==> config.mk <==
export PLATFORM = sky130hd
export DESIGN_NAME = id_ex_stage
export DESIGN_NICKNAME = d
export VERILOG_FILES = /design/src/rtl/pipeline_defs.sv /design/src/rtl/load_use_detect.sv /design/src/rtl/id_ex_stage.sv
export SDC_FILE = /design/constraint.sdc
export NUM_CORES = 1
export LEC_CHECK = 0
export BUFFER_PORTS_ARGS = -buffer_cell sky130_fd_sc_hd__buf_2
export CAP_MARGIN = 20
export CORE_AREA = 2 2 131 133
export CTS_CLUSTER_SIZE = 30
export DETAILED_ROUTE_END_ITERATION = 16
export DIE_AREA = 0 0 133 135
export MAX_ROUTING_LAYER = met4
export PLACE_DENSITY = 0.78
export SLEW_MARGIN = 5
export SYNTH_ARGS = -nofsm -noshare
export SYNTH_HDL_FRONTEND = slang
export SYNTH_HIERARCHICAL = 1
export SYNTH_SLANG_ARGS = --single-unit
==> constraint.sdc <==
create_clock -name clk -period 3.49 [get_ports clk]
set_input_delay 0.5235 -clock clk [delete_from_list [all_inputs] [get_ports clk]]
set_output_delay 0.5235 -clock clk [all_outputs]
set_load 0.01 [all_outputs]
==> src/rtl/pipeline_defs.sv <==
// ---------------------------------------------------------------------------
// pipeline_defs
//   Definitions shared by the 5-stage MIPS pipeline stages:
//   - control field widths (ALUOp, RegDst, MemtoReg, funct)
//   - select encodings for RegDst and MemtoReg
//   - REG_ZERO, the hard-wired zero register specifier
//   - ctrl_t, the decoded control bundle carried from ID into EX
// ---------------------------------------------------------------------------
package pipeline_defs;

  localparam int ALUOP_W    = 4;
  localparam int REGDST_W   = 2;
  localparam int MEMTOREG_W = 2;
  localparam int FUNCT_W    = 6;

  localparam logic [4:0] REG_ZERO = 5'd0;

  // RegDst select: which field names the destination register
  typedef enum logic [REGDST_W-1:0] {
    REGDST_RT = 2'd0,
    REGDST_RD = 2'd1,
    REGDST_RA = 2'd2
  } regdst_e;

  // MemtoReg select: which value is written back
  typedef enum logic [MEMTOREG_W-1:0] {
    MEMTOREG_ALU = 2'd0,
    MEMTOREG_MEM = 2'd1,
    MEMTOREG_PC4 = 2'd2
  } memtoreg_e;

  // Decoded control bundle. Select fields are kept as plain vectors so
  // the bundle can be zeroed with '0 without enum casts.
  typedef struct packed {
    logic                  branch;
    logic                  reg_write;
    logic                  mem_read;
    logic                  mem_write;
    logic                  alu_src1;
    logic                  alu_src2;
    logic [REGDST_W-1:0]   reg_dst;
    logic [MEMTOREG_W-1:0] mem_to_reg;
    logic [ALUOP_W-1:0]    alu_op;
    logic [FUNCT_W-1:0]    funct;
  } ctrl_t;

  // A bubble carries no side effects: everything zero (sll $0,$0,0).
  localparam ctrl_t CTRL_BUBBLE = '0;

endpackage

==> src/rtl/load_use_detect.sv <==
// ---------------------------------------------------------------------------
// load_use_detect
//   Purely combinational load-use hazard detector. Raises hz when the
//   instruction in EX is a load whose destination (rt) is read by the
//   instruction in ID. Register $0 never raises a hazard.
//
// Ports
//   ex_MemRead  in   EX instruction is a load
//   ex_rt       in   EX load destination register
//   id_rs       in   ID source register rs (always read)
//   id_rt       in   ID register rt
//   id_uses_rt  in   ID instruction reads rt as a source
//   hz          out  load-use hazard
// ---------------------------------------------------------------------------
module load_use_detect #(
  parameter int REG_W = 5
) (
  input  logic             ex_MemRead,
  input  logic [REG_W-1:0] ex_rt,
  input  logic [REG_W-1:0] id_rs,
  input  logic [REG_W-1:0] id_rt,
  input  logic             id_uses_rt,
  output logic             hz
);

  logic rs_match;
  logic rt_match;

  assign rs_match = (ex_rt == id_rs);
  // rt only counts as a dependency when ID actually reads it (not for
  // lui/addi/lw, where rt is a destination).
  assign rt_match = id_uses_rt & (ex_rt == id_rt);

  assign hz = ex_MemRead & (ex_rt != '0) & (rs_match | rt_match);

endmodule

==> src/rtl/id_ex_stage.sv <==
// ---------------------------------------------------------------------------
// id_ex_stage
//   ID/EX pipeline register of the 5-stage MIPS pipeline. Registers the
//   decoded control bundle, operands and register specifiers from ID and
//   presents them to EX one cycle later. Detects load-use hazards, drives
//   the stall to PC/IF-ID, and loads a bubble on a stall or on a taken-
//   branch flush from EX.
//
// Optional feature: define ID_EX_PERF_EN to add the bubble_cnt/flush_cnt
// performance counter ports and their logic.
//
// Ports
//   clk, reset          clock, synchronous active-high reset
//   id_*                decoded control, operands and specifiers from ID
//   id_uses_rt          ID instruction reads rt as a source
//   flush_ex            branch taken in EX; squash the ID instruction
//   ex_*                registered copies presented to EX
//   stall               hold PC and IF/ID this cycle (combinational)
//   bubble_cnt          hazard-only bubbles loaded   (ID_EX_PERF_EN)
//   flush_cnt           edges with flush_ex asserted (ID_EX_PERF_EN)
// ---------------------------------------------------------------------------
module id_ex_stage
  import pipeline_defs::*;
#(
  parameter int DATA_W = 32,
  parameter int REG_W  = 5
) (
  input  logic                  clk,
  input  logic                  reset,

  input  logic                  id_Branch,
  input  logic                  id_RegWrite,
  input  logic                  id_MemRead,
  input  logic                  id_MemWrite,
  input  logic                  id_ALUSrc1,
  input  logic                  id_ALUSrc2,
  input  logic [REGDST_W-1:0]   id_RegDst,
  input  logic [MEMTOREG_W-1:0] id_MemtoReg,
  input  logic [ALUOP_W-1:0]    id_ALUOp,
  input  logic [FUNCT_W-1:0]    id_Funct,
  input  logic [DATA_W-1:0]     id_pc_plus4,
  input  logic [DATA_W-1:0]     id_rs_data,
  input  logic [DATA_W-1:0]     id_rt_data,
  input  logic [DATA_W-1:0]     id_imm,
  input  logic [REG_W-1:0]      id_shamt,
  input  logic [REG_W-1:0]      id_rs,
  input  logic [REG_W-1:0]      id_rt,
  input  logic [REG_W-1:0]      id_rd,
  input  logic                  id_uses_rt,
  input  logic                  flush_ex,

  output logic                  ex_Branch,
  output logic                  ex_RegWrite,
  output logic                  ex_MemRead,
  output logic                  ex_MemWrite,
  output logic                  ex_ALUSrc1,
  output logic                  ex_ALUSrc2,
  output logic [REGDST_W-1:0]   ex_RegDst,
  output logic [MEMTOREG_W-1:0] ex_MemtoReg,
  output logic [ALUOP_W-1:0]    ex_ALUOp,
  output logic [FUNCT_W-1:0]    ex_Funct,
  output logic [DATA_W-1:0]     ex_pc_plus4,
  output logic [DATA_W-1:0]     ex_rs_data,
  output logic [DATA_W-1:0]     ex_rt_data,
  output logic [DATA_W-1:0]     ex_imm,
  output logic [REG_W-1:0]      ex_shamt,
  output logic [REG_W-1:0]      ex_rs,
  output logic [REG_W-1:0]      ex_rt,
  output logic [REG_W-1:0]      ex_rd,
  output logic                  stall
`ifdef ID_EX_PERF_EN
  ,
  output logic [31:0]           bubble_cnt,
  output logic [31:0]           flush_cnt
`endif
);

  // -------------------------------------------------------------------------
  // Pipeline register state
  // -------------------------------------------------------------------------
  ctrl_t             ctrl_q,     ctrl_d;
  logic [DATA_W-1:0] pc_plus4_q, pc_plus4_d;
  logic [DATA_W-1:0] rs_data_q,  rs_data_d;
  logic [DATA_W-1:0] rt_data_q,  rt_data_d;
  logic [DATA_W-1:0] imm_q,      imm_d;
  logic [REG_W-1:0]  shamt_q,    shamt_d;
  logic [REG_W-1:0]  rs_q,       rs_d;
  logic [REG_W-1:0]  rt_q,       rt_d;
  logic [REG_W-1:0]  rd_q,       rd_d;

  ctrl_t id_ctrl;
  logic  hz;
  logic  bubble;

  assign id_ctrl = '{
    branch:     id_Branch,
    reg_write:  id_RegWrite,
    mem_read:   id_MemRead,
    mem_write:  id_MemWrite,
    alu_src1:   id_ALUSrc1,
    alu_src2:   id_ALUSrc2,
    reg_dst:    id_RegDst,
    mem_to_reg: id_MemtoReg,
    alu_op:     id_ALUOp,
    funct:      id_Funct
  };

  // -------------------------------------------------------------------------
  // Hazard detection: looks at the load currently in EX (registered) and the
  // sources of the instruction currently in ID.
  // -------------------------------------------------------------------------
  load_use_detect #(
    .REG_W(REG_W)
  ) u_load_use_detect (
    .ex_MemRead (ctrl_q.mem_read),
    .ex_rt      (rt_q),
    .id_rs      (id_rs),
    .id_rt      (id_rt),
    .id_uses_rt (id_uses_rt),
    .hz         (hz)
  );

  // A flush redirects the PC, so it must not be held by a concurrent stall;
  // the squashed instruction is discarded anyway.
  assign stall  = hz & ~flush_ex;
  assign bubble = flush_ex | hz;

  // -------------------------------------------------------------------------
  // Next-state: a bubble is bit-identical to the reset state so EX sees a
  // plain sll $0,$0,0.
  // -------------------------------------------------------------------------
  always_comb begin
    ctrl_d     = id_ctrl;
    pc_plus4_d = id_pc_plus4;
    rs_data_d  = id_rs_data;
    rt_data_d  = id_rt_data;
    imm_d      = id_imm;
    shamt_d    = id_shamt;
    rs_d       = id_rs;
    rt_d       = id_rt;
    rd_d       = id_rd;
    if (bubble) begin
      ctrl_d     = CTRL_BUBBLE;
      pc_plus4_d = '0;
      rs_data_d  = '0;
      rt_data_d  = '0;
      imm_d      = '0;
      shamt_d    = '0;
      rs_d       = '0;
      rt_d       = '0;
      rd_d       = '0;
    end
  end

  always_ff @(posedge clk) begin
    if (reset) begin
      ctrl_q     <= CTRL_BUBBLE;
      pc_plus4_q <= '0;
      rs_data_q  <= '0;
      rt_data_q  <= '0;
      imm_q      <= '0;
      shamt_q    <= '0;
      rs_q       <= '0;
      rt_q       <= '0;
      rd_q       <= '0;
    end else begin
      ctrl_q     <= ctrl_d;
      pc_plus4_q <= pc_plus4_d;
      rs_data_q  <= rs_data_d;
      rt_data_q  <= rt_data_d;
      imm_q      <= imm_d;
      shamt_q    <= shamt_d;
      rs_q       <= rs_d;
      rt_q       <= rt_d;
      rd_q       <= rd_d;
    end
  end

  // -------------------------------------------------------------------------
  // Outputs to EX
  // -------------------------------------------------------------------------
  assign ex_Branch   = ctrl_q.branch;
  assign ex_RegWrite = ctrl_q.reg_write;
  assign ex_MemRead  = ctrl_q.mem_read;
  assign ex_MemWrite = ctrl_q.mem_write;
  assign ex_ALUSrc1  = ctrl_q.alu_src1;
  assign ex_ALUSrc2  = ctrl_q.alu_src2;
  assign ex_RegDst   = ctrl_q.reg_dst;
  assign ex_MemtoReg = ctrl_q.mem_to_reg;
  assign ex_ALUOp    = ctrl_q.alu_op;
  assign ex_Funct    = ctrl_q.funct;
  assign ex_pc_plus4 = pc_plus4_q;
  assign ex_rs_data  = rs_data_q;
  assign ex_rt_data  = rt_data_q;
  assign ex_imm      = imm_q;
  assign ex_shamt    = shamt_q;
  assign ex_rs       = rs_q;
  assign ex_rt       = rt_q;
  assign ex_rd       = rd_q;

`ifdef ID_EX_PERF_EN
  // -------------------------------------------------------------------------
  // Performance counters. A bubble caused by flush and hazard together is
  // attributed to the flush only. Both wrap naturally at 2^32.
  // -------------------------------------------------------------------------
  logic [31:0] bubble_cnt_q, bubble_cnt_d;
  logic [31:0] flush_cnt_q,  flush_cnt_d;

  always_comb begin
    bubble_cnt_d = bubble_cnt_q;
    flush_cnt_d  = flush_cnt_q;
    if (flush_ex) begin
      flush_cnt_d = flush_cnt_q + 32'd1;
    end else if (hz) begin
      bubble_cnt_d = bubble_cnt_q + 32'd1;
    end
  end

  always_ff @(posedge clk) begin
    if (reset) begin
      bubble_cnt_q <= '0;
      flush_cnt_q  <= '0;
    end else begin
      bubble_cnt_q <= bubble_cnt_d;
      flush_cnt_q  <= flush_cnt_d;
    end
  end

  assign bubble_cnt = bubble_cnt_q;
  assign flush_cnt  = flush_cnt_q;
`endif

endmodule
==> run_results.csv, run 1 <==
group,metric,value,unit
worst_setup_path,cp.required,2.97,ns
synth,synthesis.yosys.warnings,6,
place,port_buffers,340,
pwr,power_leakage,0.00372,uW
worst_setup_path,timing.critical_path.from_type,"flop",
sta,max_slew_margin,58.7,%
synth,synth.largest_area_cell,"dfxtp_1",
worst_setup_path,worstPathArrival,1.87,ns
clock_tree,cts.repair_timing.setup_buffer_count,0,
sta,setup_viol_count_final,0,
synth,synth_most_common_cell,"dfxtp_1",
synth,synthesis.nets,583,
cells_and_area,share_of_cells_above_drive_strength_1,66.9,%
clock_tree,clk_pin_slew,0.07,ns
synth,synth_cells,411,
global_routing,wire_length_of_the_first_global_routing_pass,22700,um
synth,ys_seq_elements,168,
die,number_of_placement_rows,47,
drt,drt_iter0_markers,241,
drt,avgViaCountPerCell,4.75,
global_routing,grt_max_degree,83,
clock_tree,tritoncts_clock_tree,"done",
die,initial_core_util,37.3,%
sta,layout_worst_path_cycle_share,68.7,%
min_path,hp-class,"in -> reg",
drt,finalWirelength,15300,um
sta,grt_setup_unrepaired,"false",
synth,synth-main-ff-cell,"dfxtp_1",
clock_tree,ctsHtreeMaxLevel,4,
die,placeableCoreArea,16400,um^2
run,cap_violations,0,
cells_and_area,syn_to_final_growth,37.5,%
die,chipHeight,135,um
sta,setup-tns-final,0,ns
die,horizontal_extent_of_the_die,133,um
synth,synthArstFlopShare,0,%
cells_and_area,antennaDiodeCount,0,
place,detailedPlacementHpwl,10600,um
synth,synthesis.area_per_instance,14.9,um^2
sta,final_max_slew_viol_count,0,
drt,wl_per_instance,16.0,um
die,top_level_ports,341,
clock_tree,post_cts_resized,0,
cells_and_area,finalNetCount,893,
clock_tree,cts_buffer_depth,2,
place,dp_worst_setup_slack,1.14,ns
global_routing,grt_usage,16.6,%
synth,synth_cell_types,16,
clock_tree,clock_latency_late_sink,0.41,ns
die,design.die.area,18000,um^2
clock_tree,clock-sinks,168,
synth,synth_edf_count,0,
sta,fmax,417,MHz
global_routing,globalRouteOverflowTotal,0,
place,gpl.final_weighted_congestion,0.773,
synth,yosys.area.top_type_share,55.0,%
worst_setup_path,timing.setup.critical_path_class,"reg -> out",
sta,timing_hold_violations_final,0,
synth,synthTopCellsByArea,"dfxtp_1 (55%), nor4b_2 (27%), nor4b_1 (8.3%)",
clock_tree,cts_root_buf,"clkbuf_16",
sta,transition_time_at_the_pin_with_the_least_slew_margin,0.619,ns
worst_setup_path,worst-path-max-fanout,4,
pwr,power_density_over_the_cells,522,nW/um^2
worst_setup_path,end_kind,"primary output",
cells_and_area,n_fill_cell,1445,
outcome,status,"completed",
pwr,ir_worst_vdd,289,uV
synth,synth.cells.most_frequent,"dfxtp_1 (168), nor4b_2 (110), nor4b_1 (58), buf_6 (29), clkbuf_1 (14)",
clock_tree,cts_made_buffers,17,
drt,via_count,4529,
clock_tree,number_of_buffers_inserted_by_hold_repair_at_cts,0,
drt,first_pass_iters,5,
global_routing,vias_in_the_first_global_route,4519,
drt,ant_nets,0,
sta,timing.final.crit_period,2.40,ns
sta,clock-skew-final,0.00586,ns
synth,post_synth_instance_area,6120,um^2
global_routing,grt_antenna_before_repair,0,
synth,synth_sequential_area_ratio,55.0,%
sta,final_critical_path_setup_slack,1.09,ns
drt,drc,0,
kinds of logic (layout without fill, tap and decap cells):
logic type      after synthesis  count (layout)  synth area share (%)
compound gates                2               2                 0.164
simple gates                174             174                  36.0
xor+xnor                     10              10                  1.43
buf+inv                      57             380                  7.43
flops                       168             168                  55.0
metal layers:
metal | up-vias | wire length, um | GRT usage [%]
met3 | 15 | 1220 | 5.29
li1 | 2159 | - | -
met2 | 235 | 7840 | 28.2
met5 | - | 0 | -
met1 | 2120 | 5990 | 18.4
met4 | 0 | 231 | 6.03
worst paths after layout:
kind / from / slack, ns / cells after the start / endpoint
max reg2reg: ex_rt[0] / 1.28 / 6 / ex_imm[18]
min: id_imm[16] / 0.37 / 2 / ex_imm[16]
min reg2reg: ex_MemRead / 0.91 / 4 / ex_imm[13]
max: ex_rt[0] / 1.09 / 5 / stall
cells in the final DEF, fill, tap and decap left out, drive strengths merged:
cell and count:
nor3 1, clkbuf 20, clkinvlp 2, buf 348, nand3 2, clkinv 3, bufinv 3, or4 1
nor4 1, nor4b 168, a21oi 1, nor2b 1, xor2 7, inv 4, xnor2 3, o21ai 1
dfxtp 168
flip-flops by register name, summed over array words and instances (netlist names), 4 cells and up:
register / count
ex_imm: 32
ex_pc_plus4: 32
ex_rs_data: 32
ex_rt_data: 32
ex_Funct: 6
ex_rd: 5
ex_rs: 5
ex_rt: 5
ex_shamt: 5
ex_ALUOp: 4
worst max-delay path: stages, from the launching register on:
cell	delay [ns]
dfxtp_1	0.35
or4_1	0.54
o21ai_1	0.23
a21oi_4	0.05
nor2b_1	0.13
buf_2	0.17
through the flow:
| step | hold WS [ns] | std cells | total power [uW] | util (%) | instance area [um^2] |
|---|---|---|---|---|---|
| 2_1_floorplan | 0.693 | 411 | 2300 | - | 6120 |
| 3_3_place_gp | 0.794 | 922 | 2470 | 47.4 | 7780 |
| 3_5_place_dp | 0.797 | 922 | 2480 | 47.4 | 7780 |
| 4_1_cts | 0.345 | 954 | 4450 | 51.2 | 8410 |
| 5_1_grt | 0.336 | 954 | 4560 | 51.2 | 8410 |
| 6_report | 0.373 | 954 | 4390 | 51.2 | 8410 |
cell type report:
cell class	instances	area, um^2	share of cell area (%)
tap	220	275	3.27
clock buffer	20	457	5.43
multi-input combinational	186	2310	27.5
timing repair buffer	348	1840	21.8
clock inverter	12	165	1.96
sequential	168	3360	40.0
where the power goes:
part | switching (uW) | internal, uW | leakage [uW]
registers | 20.4 | 2000 | 0.00138
clock network | 777 | 1180 | 0.000300
logic | 206 | 212 | 0.00204
Power figures use the tool's default switching activity.
==> inputs of run 2 (changes only) <==
- CORE_AREA: 2 2 131 133 -> 2 2 132 134
- DIE_AREA: 0 0 133 135 -> 0 0 134 136
- PLACE_DENSITY: 0.78 -> 0.77
- clock period: 3.49 -> 2.5 ns (I/O delays scaled with it)
==> run_results.csv, run 2 (synthesized netlist as in run 1, its figures left out) <==
group,metric,value,unit
place,detailedPlacementHpwl,11000,um
drt,ant_nets,0,
cells_and_area,mostFrequentLayoutCells,"buf_2 (338), dfxtp_1 (168), nor4b_2 (110)",
drt,wl_per_instance,16.4,um
drt,met1_length,6610,um
clock_tree,cts.repair_timing.setup_buffer_count,0,
sta,timing_hold_violations_final,0,
drt,topRoutingLayerUsed,"met4",
worst_setup_path,cp_slowest_cell,"dfxtp_1",
global_routing,globalRouteOverflowTotal,0,
drt,wl_met3,1050,um
run,cap_violations,0,
sta,grt_setup_unrepaired,"false",
pwr,switching_share,24.9,%
pwr,power_density_over_the_cells,692,nW/um^2
die,design.die.area,18200,um^2
pwr,total_power,5850,uW
clock_tree,number_of_buffers_inserted_by_hold_repair_at_cts,0,
drt,drt_iter0_markers,212,
pwr,gate_power_share,10.2,%
die,number_of_placement_rows,48,
cells_and_area,syn_to_final_growth,38.1,%
worst_setup_path,end_kind,"primary output",
place,port_buffers,340,
drt,finalWirelength,15800,um
worst_setup_path,timing.setup.critical_path_class,"reg -> out",
clock_tree,clock_latency_late_sink,0.41,ns
sta,max_slew_margin,55.5,%
drt,avgViaCountPerCell,4.71,
cells_and_area,antennaDiodeCount,0,
global_routing,wire_length_of_the_first_global_routing_pass,23700,um
global_routing,grt_max_degree,70,
worst_setup_path,timing.critical_path.from_type,"flop",
die,top_level_ports,341,
worst_setup_path,cp.required,2.12,ns
clock_tree,clock-sinks,168,
pwr,clkPwrFrac,41.6,%
die,placeableCoreArea,16900,um^2
sta,timing.final.crit_period,2.32,ns
worst_setup_path,critical_path.top_delay_family,"simple AND/OR/NAND/NOR gates",
clock_tree,post_cts_resized,0,
cells_and_area,final_common_cell,"buf_2",
cells_and_area,share_of_cells_above_drive_strength_1,67.3,%
clock_tree,ctsHtreeMaxLevel,4,
worst_setup_path,worstPathBufferInverterCount,1,
worst_setup_path,critical_path.max_stage_delay,0.35,ns
die,initial_core_util,36.2,%
pwr,power.switching,1460,uW
cells_and_area,finalNetCount,902,
cells_and_area,finish.utilization,50.0,%
sta,finalHoldWorstSlack,0.223,ns
die,horizontal_extent_of_the_die,134,um
sta,transition_time_at_the_pin_with_the_least_slew_margin,0.668,ns
drt,via_count,4558,
sta,final_max_slew_viol_count,0,
clock_tree,cts_made_buffers,17,
sta,clock-skew-final,0.00571,ns
drt,drc,0,
clock_tree,tritoncts_clock_tree,"done",
worst_setup_path,worstPathArrival,1.94,ns
sta,setup_viol_count_final,0,
sta,layout_worst_path_cycle_share,92.7,%
sta,setup-tns-final,0,ns
global_routing,grt_antenna_before_repair,1,
clock_tree,clk_pin_slew,0.07,ns
clock_tree,cts_buffer_depth,2,
place,gpl.final_weighted_congestion,0.775,
worst_setup_path,worstPathCellList,"xor2_1 > nor4_2 > nand3_1 > a21oi_4 > nor2b_1 > buf_2",
clock_tree,cts_root_buf,"clkbuf_16",
worst_setup_path,worst-path-max-fanout,4,
cells_and_area,n_fill_cell,1528,
global_routing,grt_usage,17.1,%
drt,first_pass_iters,4,
global_routing,vias_in_the_first_global_route,4545,
die,chipHeight,136,um
min_path,hp-class,"in -> reg",
pwr,seq_power_share,48.2,%
pwr,power_leakage,0.00375,uW
drt,met2RoutedLength,8060,um
pwr,p_int,4390,uW
sta,fmax,431,MHz
outcome,status,"completed",
pwr,ir_worst_vdd,417,uV
-- run 2: layout make-up --
cell class              instances  area (um^2)  area share (%)
clock inverters                14          116            1.38
repair buffers                357         1940            23.0
flip-flops and latches        168         3360            39.8
clock buffers                  18          429            5.08
multi-input cells             186         2310            27.4
well taps                     225          282            3.33
-- run 2: path summary, 6_finish.rpt --
kind | startpoint | endpoint | slack, ns | cells after the start
setup / recovery | ex_rt[0] | stall | 0.18 | 6
setup reg to reg | ex_rt[0] | ex_imm[12] | 0.49 | 6
hold / removal | id_imm[31] | ex_imm[31] | 0.22 | 2
hold reg to reg | ex_MemRead | ex_rs[4] | 0.95 | 4
-- run 2: metal layers --
| metal | vias up | GRT usage, % |
|---|---|---|
| li1 | 2179 | - |
| met1 | 2165 | 19.9 |
| met2 | 206 | 29.2 |
| met3 | 8 | 4.14 |
| met4 | 0 | 5.20 |
| met5 | - | - |
-- run 2: worst register-to-register path, stage by stage (launching register included) --
cell and delay [ns]:
dfxtp_1 0.35, or4_1 0.53, o21ai_1 0.22, a21oi_4 0.09, buf_12 0.18, buf_4 0.24
nor4b_1 0.31
-- run 2: metrics by stage --
step                      instance area [um^2]  std cells  setup slack, ns
after global placement                    7900        936            0.447
after CTS                                 8440        968            0.146
after detailed placement                  7900        936            0.430
final                                     8440        968            0.181
after global routing                      8440        968           0.0132
after floorplan                           6120        411            0.427
-- run 2: power by group through the flow --
stage	Sequential (uW)	Clock [uW]	Combinational, uW
2_1_floorplan	2930	0	273
3_3_place_gp	2870	0	593
3_5_place_dp	2880	0	601
4_1_cts	2820	2500	603
5_1_grt	2820	2610	643
6_report	2820	2430	597
==> inputs of run 3 (changes only) <==
- CELL_PAD_IN_SITES_DETAIL_PLACEMENT: unset -> 0
- CELL_PAD_IN_SITES_GLOBAL_PLACEMENT: unset -> 1
- CORE_AREA: 2 2 132 134 -> unset
- CORE_ASPECT_RATIO: unset -> 1.75
- CORE_UTILIZATION: unset -> 34
- DIE_AREA: 0 0 134 136 -> unset
- PLACE_DENSITY: 0.77 -> 0.89
==> run_results.csv, run 3 (synthesized netlist as in run 1, its figures left out) <==
group,metric,value,unit
die,placeableCoreArea,17500,um^2
drt,finalWirelength,15700,um
sta,final_critical_path_setup_slack,0.169,ns
cells_and_area,mostFrequentLayoutCells,"buf_2 (338), dfxtp_1 (168), nor4b_2 (110)",
worst_setup_path,regToRegEndpoint,"ex_imm[7]",
clock_tree,clock_latency_late_sink,0.41,ns
sta,timing_hold_violations_final,0,
place,detailedPlacementHpwl,11000,um
die,top_level_ports,341,
drt,avgViaCountPerCell,4.72,
sta,clock-skew-final,0.00513,ns
run,cap_violations,0,
sta,grt_setup_unrepaired,"false",
cells_and_area,final_common_cell,"buf_2",
pwr,ir_worst_vdd,393,uV
clock_tree,number_of_buffers_inserted_by_hold_repair_at_cts,0,
pwr,power_leakage,0.00377,uW
drt,drt_iter0_markers,156,
global_routing,globalRouteOverflowTotal,0,
clock_tree,cts_made_buffers,17,
sta,max_slew_margin,52.1,%
clock_tree,clk_pin_slew,0.07,ns
sta,transition_time_at_the_pin_with_the_least_slew_margin,0.718,ns
die,chipHeight,179,um
worst_setup_path,cp.required,2.12,ns
drt,first_pass_iters,5,
cells_and_area,stdcell_area,8540,um^2
worst_setup_path,end_kind,"primary output",
cells_and_area,n_fill_cell,1624,
drt,drc,0,
worst_setup_path,crit_start,"ex_rt[3]",
worst_setup_path,timing.critical_path.from_type,"flop",
cells_and_area,finalNetCount,895,
drt,via_count,4578,
global_routing,vias_in_the_first_global_route,4697,
sta,final_max_slew_viol_count,0,
worst_setup_path,worst-path-max-fanout,4,
place,dp_worst_setup_slack,0.422,ns
clock_tree,cts_root_buf,"clkbuf_16",
place,port_buffers,340,
clock_tree,tritoncts_clock_tree,"done",
worst_setup_path,critical_path.reg2reg.startpoint,"ex_rt[0]",
drt,wl_per_instance,16.2,um
clock_tree,ctsHtreeMaxLevel,4,
cells_and_area,share_of_cells_above_drive_strength_1,67.3,%
clock_tree,cts_buffer_depth,2,
global_routing,grt_usage,17.0,%
pwr,power_density_over_the_cells,750,nW/um^2
sta,setup_viol_count_final,0,
cells_and_area,syn_to_final_growth,39.7,%
worst_setup_path,worstPathArrival,1.96,ns
die,initial_core_util,34.9,%
cells_and_area,finish.utilization,48.7,%
clock_tree,clock-sinks,168,
place,placedInstanceArea,7850,um^2
global_routing,grt_antenna_before_repair,3,
outcome,status,"completed",
die,horizontal_extent_of_the_die,103,um
sta,finalHoldWorstSlack,0.224,ns
sta,timing.final.crit_period,2.33,ns
worst_setup_path,critPathCapture,"stall",
sta,fmax,429,MHz
sta,setup-tns-final,0,ns
die,number_of_placement_rows,64,
die,design.die.area,18500,um^2
worst_setup_path,timing.setup.critical_path_class,"reg -> out",
place,gpl.final_weighted_congestion,0.767,
worst_setup_path,worst-r2r-cell-count,6,
drt,ant_nets,0,
sta,layout_worst_path_cycle_share,93.3,%
global_routing,grt_max_degree,83,
min_path,hp-class,"in -> reg",
min_path,min_delay_path_depth,2,
global_routing,wire_length_of_the_first_global_routing_pass,23400,um
worst_setup_path,setup.reg_to_reg.worst_slack,0.48,ns
[run 3: repair_timing]
action,4_1_cts,5_1_grt
buffers inserted,0,0
endpoints found under the setup margin,0,1
gates resized for setup,0,1
[run 3: layer usage]
layer,global-route usage (%),up-vias,share of wire [%]
met4,8.90,0,2.6
li1,-,2172,-
met5,-,-,0
met3,3.97,24,7.8
met2,30.9,237,55
met1,15.9,2145,35
[run 3: area by class of cell]
class | instances | area, um^2 | area share [%]
antenna | 3 | 7.51 | 0.0879
timing repair buffer | 350 | 1890 | 22.1
clock inverter | 14 | 243 | 2.84
multi-input combinational | 186 | 2310 | 27.1
tap | 231 | 289 | 3.38
clock buffer | 18 | 439 | 5.14
sequential | 168 | 3360 | 39.4
[run 3: worst min path at each step]
stage / from / slack [ns] / to
after floorplan: id_ALUOp[1] / 0.54 / ex_ALUOp[1]
after global placement: id_shamt[4] / 0.65 / ex_shamt[4]
after detailed placement: id_imm[2] / 0.65 / ex_imm[2]
after CTS: id_imm[18] / 0.20 / ex_imm[18]
after global routing: id_Branch / 0.20 / ex_Branch
final: id_ALUOp[2] / 0.22 / ex_ALUOp[2]
[run 3: worst max-delay path: stages, from the launching register on]
cell and delay [ns]:
dfxtp_1 0.34, xor2_1 0.18, nor4_2 0.27, nand3_1 0.16
a21oi_4 0.25, nor2b_2 0.19, buf_2 0.16
[run 3: metrics by stage]
step,power [uW],std cells
after CTS,6470,967
after global routing,6640,970
final,6410,970
after global placement,3460,935
after floorplan,3210,411
after detailed placement,3470,935
[run 3: where the power goes]
group / internal [uW] / switching [uW] / leakage (uW)
registers: 2790 / 30.7 / 0.00138
clock network: 1910 / 1090 / 0.000324
logic: 299 / 288 / 0.00206
total: 5000 / 1410 / 0.00377
